`src/rtl/alu_reg_seq.sv`:
```
// Command sequencer for a register-file/ALU datapath. It registers one command, drives the operand
// addresses for SETTLE_CYCLES cycles, strobes the write, then holds the captured result until it is taken.
module alu_reg_seq #(
   parameter int unsigned SETTLE_CYCLES = 1
) (
   input  logic        Clk,
   input  logic        Reset,
   input  logic        Cmd_Valid,
   output logic        Cmd_Ready,
   input  logic [2:0]  Cmd_OP,
   input  logic [4:0]  Cmd_RA,
   input  logic [4:0]  Cmd_RB,
   input  logic [4:0]  Cmd_RW,
   input  logic        Cmd_WE,
   output logic [4:0]  R_Addr_A,
   output logic [4:0]  R_Addr_B,
   output logic [4:0]  W_Addr,
   output logic [2:0]  ALU_OP,
   output logic        Write_Reg,
   input  logic [31:0] W_Data,
   input  logic        ZF,
   input  logic        OF,
   output logic        Rsp_Valid,
   input  logic        Rsp_Ready,
   output logic [31:0] Rsp_Data,
   output logic        Rsp_ZF,
   output logic        Rsp_OF,
   output logic        Rsp_WrSup,
   output logic [15:0] Op_Count
);

   typedef enum logic [1:0] {IDLE, ISSUE, WRITE, RESP} state_t;

   localparam logic [3:0] LAST_SETTLE = 4'(SETTLE_CYCLES - 1);

   state_t      state_q, state_d;
   logic [3:0]  settle_q, settle_d;
   logic [4:0]  ra_q, ra_d, rb_q, rb_d, rw_q, rw_d;
   logic [2:0]  op_q, op_d;
   logic        we_q, we_d;
   logic        wrsup_q, wrsup_d;
   logic [31:0] data_q, data_d;
   logic        zf_q, zf_d, of_q, of_d;
   logic [15:0] count_q, count_d;

   // NOTE: sequential state uses non-blocking assignments only, so every register samples
   // the pre-edge values computed by the combinational block regardless of statement order.
   always_ff @(posedge Clk or posedge Reset) begin
      if (Reset) begin
         state_q  <= IDLE;
         settle_q <= '0;
         ra_q     <= '0;
         rb_q     <= '0;
         rw_q     <= '0;
         op_q     <= '0;
         we_q     <= 1'b0;
         wrsup_q  <= 1'b0;
         data_q   <= '0;
         zf_q     <= 1'b0;
         of_q     <= 1'b0;
         count_q  <= '0;
      end else begin
         state_q  <= state_d;
         settle_q <= settle_d;
         ra_q     <= ra_d;
         rb_q     <= rb_d;
         rw_q     <= rw_d;
         op_q     <= op_d;
         we_q     <= we_d;
         wrsup_q  <= wrsup_d;
         data_q   <= data_d;
         zf_q     <= zf_d;
         of_q     <= of_d;
         count_q  <= count_d;
      end
   end

   // NOTE: every signal written here first receives a default (hold its register value),
   // so no path through the case statement leaves it unassigned and no latch is inferred.
   always_comb begin
      state_d  = state_q;
      settle_d = settle_q;
      ra_d     = ra_q;
      rb_d     = rb_q;
      rw_d     = rw_q;
      op_d     = op_q;
      we_d     = we_q;
      wrsup_d  = wrsup_q;
      data_d   = data_q;
      zf_d     = zf_q;
      of_d     = of_q;
      count_d  = count_q;

      case (state_q)
         IDLE: begin
            if (Cmd_Valid) begin
               state_d  = ISSUE;
               settle_d = '0;
               ra_d     = Cmd_RA;
               rb_d     = Cmd_RB;
               rw_d     = Cmd_RW;
               op_d     = Cmd_OP;
               we_d     = Cmd_WE;
               wrsup_d  = Cmd_WE && (Cmd_RW == 5'd0);
            end
         end
         ISSUE: begin
            if (settle_q == LAST_SETTLE) begin
               state_d  = WRITE;
               settle_d = '0;
            end else begin
               settle_d = settle_q + 4'd1;
            end
         end
         WRITE: begin
            // Captured on the same edge the register file writes, so a destination equal
            // to a source still reports the result computed from the old operand.
            state_d = RESP;
            data_d  = W_Data;
            zf_d    = ZF;
            of_d    = OF;
         end
         RESP: begin
            if (Rsp_Ready) begin
               state_d = IDLE;
               count_d = count_q + 16'd1;
            end
         end
         default: state_d = IDLE;
      endcase
   end

   assign Cmd_Ready = (state_q == IDLE) && !Reset;
   assign Write_Reg = (state_q == WRITE) && we_q && (rw_q != 5'd0);
   assign Rsp_Valid = (state_q == RESP);
   assign R_Addr_A  = ra_q;
   assign R_Addr_B  = rb_q;
   assign W_Addr    = rw_q;
   assign ALU_OP    = op_q;
   assign Rsp_Data  = data_q;
   assign Rsp_ZF    = zf_q;
   assign Rsp_OF    = of_q;
   assign Rsp_WrSup = wrsup_q;
   assign Op_Count  = count_q;

endmodule

```
`config.mk`:
```
export PLATFORM = sky130hd
export DESIGN_NAME = alu_reg_seq
export DESIGN_NICKNAME = d
export VERILOG_FILES = /design/src/rtl/alu_reg_seq.sv
export SDC_FILE = /design/constraint.sdc
export NUM_CORES = 1
export LEC_CHECK = 0
export CORE_UTILIZATION = 44
export CTS_BUF_LIST = sky130_fd_sc_hd__clkbuf_4 sky130_fd_sc_hd__clkbuf_8
export DETAILED_ROUTE_END_ITERATION = 10
export PLACE_DENSITY = 0.87
export SLEW_MARGIN = 20
export SYNTH_ARGS = -nofsm -noshare
export SYNTH_HDL_FRONTEND = slang
export SYNTH_SLANG_ARGS = --single-unit
```
`constraint.sdc`:
```
create_clock -name Clk -period 3.2 [get_ports Clk]
set_input_delay 0.64 -clock Clk [delete_from_list [all_inputs] [get_ports Clk]]
set_output_delay 0.64 -clock Clk [all_outputs]
set_load 0.1 [all_outputs]
```
[After elaboration in Yosys (flattened, before gate mapping)]
Cells that the tools add are included.
Word-level totals
  flip-flop bits (word level): 76
  input port bits: 57
  output and inout port bits: 72
  word-level logic and storage cells: 41
Cells by class
  add/subtract/negate cells: 2
  equal/unequal tests: 6
  mux-type cells: 7
  reduce and logical (&&, ||, !) cells: 14
Operators with widths (number)
  $add 16x1->16 const B: 1
  $mux 4: 2
  $pmux 2 s4: 1
  $pmux 4 s2: 1
  $mux 2: 3
  $reduce_and 2->1: 3
  $logic_not 5->1: 1
  $reduce_bool 5->1: 1
  $add 4x1->4 const B: 1
  $eq 2x2->1 const B: 2
  $logic_and 1x1->1: 4
  $logic_not 4->1: 1
  $ne 2x2->1 const B: 2
  $reduce_and 3->1: 1
  $eq 2x1->1 const B: 1
  $logic_not 2->1: 1
  $ne 2x1->1 const B: 1
  $reduce_bool 2->1: 1
  $logic_not 1->1: 1

[Longest topological paths before layout]
  depth after elaboration: 3
  depth in mapped cells: 6
  depth with buffers taken out: 6

[Worst setup path after synthesis]
Ideal clock, no wire load.
  path kind: register to output
  start: register state_q[0]
  end: output port Cmd_Ready
  arrival: 2086 ps
  data required time: 2560 ps
  path slack: 474 ps
  stages on the path, launching flop included: 4
  path buffers: 0
  cells stage by stage: dfrtp_1 inv_1 ha_1 nor2b_1
Between the ends
  cells in the longest elaborated chain, start to end: 2
RTL lines
  from (decl): line 36  | state_t state_q, state_d;
  from (signal assigned): line 63  | state_q <= state_d;
  $logic_not 2->1: line 133  | assign Cmd_Ready = (state_q == IDLE) && !Reset;
  $logic_and 1x1->1: line 133
  to (decl): line 9  | output logic Cmd_Ready,
Every way passes these cells.

[Worst setup path after layout]
  start: register rw_q[1] (netlist: W_Addr[1])
  end: output port Write_Reg
Between the ends
  cells in the longest elaborated chain, start to end: 2
RTL lines
  from (decl): line 38  | logic [4:0] ra_q, ra_d, rb_q, rb_d, rw_q, rw_d;
  from (signal assigned): line 67  | rw_q <= rw_d;
  $reduce_bool 5->1: line 134  | assign Write_Reg = (state_q == WRITE) && we_q && (rw_q != 5'd0);
  $logic_and 1x1->1: line 134
  to (decl): line 19  | output logic Write_Reg,
Every way passes these cells.

==> impl_metrics.tcl <==
set metrics [dict create \
    drc 0 \
    hold_class "register to register" \
    fin_skew_ns 0.009835 \
    rsz0062_at_grt "no" \
    synth-seq-cells 76 \
    cts_hold_buf 0 \
    grt_start_max_net_pins 36 \
    synth_area_per_cell_um2 14.48 \
    fin_nets 418 \
    grt_util_met3_pct 3.905 \
    setup_viol 0 \
    grt_usage_pct 18.48 \
    drv_cap 0 \
    start_util_pct 46.01 \
    slew_violations 0 \
    period_share_pct 70.95 \
    grt_pass1_vias 2244 \
    cp_slowest_cell "dfrtp_1" \
    viasPerCell 4.812 \
    cp_slowest_stage_delay_ns 0.40 \
    crit_arrival_ns 1.63 \
    hpwl_mm 4.908 \
    path_cells "or3_1, o311a_1, buf_4" \
    path_max_fanout 3 \
    drt_iter0_drc 54 \
    layout_common_cells "dfrtp_1, buf_4, clkdlybuf4s50_1, mux2_2, mux2_1" \
    drive_gt1_share_pct 35.01 \
    clk_path_buf_depth 2 \
    cts_tree "yes" \
    finalCriticalPeriod_ns 2.270 \
    die_h_um 86.52 \
    pin_count 129 \
    grtUsageMet2_pct 31.53 \
    max_slew.worst_pin.slew_ns 0.8823 \
    globalplace.congestion 0.7775 \
    multi_input_area_um2 1185 \
    grt_remaining_overflow 0 \
    grt_pass1_wl_mm 10.57 \
    synth_fp_nets 282 \
    register_area_um2 1902 \
    async_reset_ff_share_pct 100.0 \
    rows 30 \
    synthCells 217 \
    ant_nets 0 \
    crit_type "register to output port" \
    routed_wl_mm 6.508 \
    synth_edf_count 0 \
    yosys.cell_types.count 32 \
    maxSlewHeadroom_pct 41.03 \
    busiest_layer "met2" \
    synth_ff_type "dfrtp_1" \
    dieArea_um2 7485 \
    use_met1_pct 22.67 \
    ys_warn_count 0 \
    fin_util_pct 66.63 \
    cts_resized 0 \
    required_ns 2.56 \
    status "complete, no violations" \
    path_clk_slew_ns 0.08 \
    hold_viol 0 \
    ys_seq_area_share_pct 60.51 \
    die_w_um 86.52 \
    layout_commonest_cell "dfrtp_1" \
    whs_ns 0.4774 \
    cts_setup_buffers 0 \
    coreArea_um2 6832 \
    n_fill_cell 553 \
    clock-sinks 76 \
    timing.setup.tns_ns 0 \
    wire_per_inst_um 14.37 \
    io_buffer_count 128 \
    area_growth_pct 44.82 \
    root_buffer "clkbuf_8" \
    cts_buffers 9 \
    path_delay_family "flip-flops" \
    clock.fmax_mhz 440.4 \
    via_count 2180 \
    clk_latency_ns 0.33 \
    worst-path-buf-inv 1 \
    drt_first_pass_iters 4 \
    cts_max_level 3 \
    antenna_found_initial 0 \
    syn-cell-area_um2 3143 \
    cp-end-kind "output port" \
    cp-start-kind "register" \
    antenna_cells 0 \
]
-- final timing paths --
kind / endpoint / depth (start not counted) / slack, ns / start
worst max register to register: R_Addr_B[0] / 4 / 1.17 / state_q[0]
worst min-delay path: Op_Count[15] / 1 / 0.48 / Op_Count[15]
max in group asynchronous: Rsp_Data[21] / 3 / 1.63 / Reset
worst max-delay path: Write_Reg / 3 / 0.93 / W_Addr[1]
worst min register to register: Op_Count[15] / 1 / 0.48 / Op_Count[15]
min in group asynchronous: Rsp_WrSup / 2 / 0.78 / Reset
-- flip-flops by register name (all words and copies together), names as in the netlist, 2 cells and up --
| signal | cells |
|---|---|
| R_Addr_B | 5 |
| settle_q | 4 |
| Rsp_Data | 32 |
| W_Addr | 5 |
| ALU_OP | 3 |
| R_Addr_A | 5 |
| Op_Count | 16 |
| state_q | 2 |
-- metrics by stage --
step | setup slack [ns] | std cells | area (um2)
6_report | 0.9295 | 453 | 4552
5_1_grt | 0.8744 | 453 | 4552
4_1_cts | 0.9100 | 453 | 4552
3_5_place_dp | 0.8209 | 438 | 4357
3_3_place_gp | 0.8868 | 438 | 4357
2_1_floorplan | 0.4744 | 217 | 3143
-- cells by family (layout without fill, tap and decap cells) --
| kind of cell | after synthesis | after routing | synth area share, % |
|---|---|---|---|
| flops | 76 | 76 | 60.51 |
| buf+inv | 13 | 153 | 1.792 |
| fa+ha+maj | 8 | 8 | 3.185 |
| xor+xnor | 15 | 15 | 4.180 |
| mux | 57 | 57 | 20.46 |
| simple gates | 38 | 38 | 7.684 |
| compound gates | 10 | 10 | 2.190 |
-- synth_stat cells, drive strengths merged (3+ instances only) --
cell	instances	area [um2]
mux2	55	619.3
buf	6	30.03
ha	8	100.1
nor2	7	28.78
nand2b	3	18.77
dfrtp	76	1902
xor2	5	43.79
and3	3	18.77
nand2	6	22.52
inv	7	26.28
nand3	9	57.56
xnor2	10	87.58
o21ai	5	25.02
-- area by class of cell --
cell class / instances / area share (%)
clock buffer: 11 / 3.189
inverter: 7 / 0.5772
tap: 96 / 2.639
sequential: 76 / 41.78
multi-input combinational: 128 / 26.03
timing repair buffer: 131 / 24.68
clock inverter: 4 / 1.100
-- worst register-to-register path, cell delays in order (launching register included) --
cell	delay, ns
dfrtp_1	0.40
inv_1	0.14
ha_1	0.27
nand2_1	0.56
mux2_1	0.55
-- per-layer routing --
layer,part of all wire (%),vias to the layer above,wire (um)
met5,0,-,0
met4,1.0,0,65
met3,5.7,7,374
met2,51,68,3313
met1,42,1080,2754
li1,-,1025,-
Power is not shown: default switching activity piles up to over one toggle a cycle in this logic, so the estimate is an artifact.
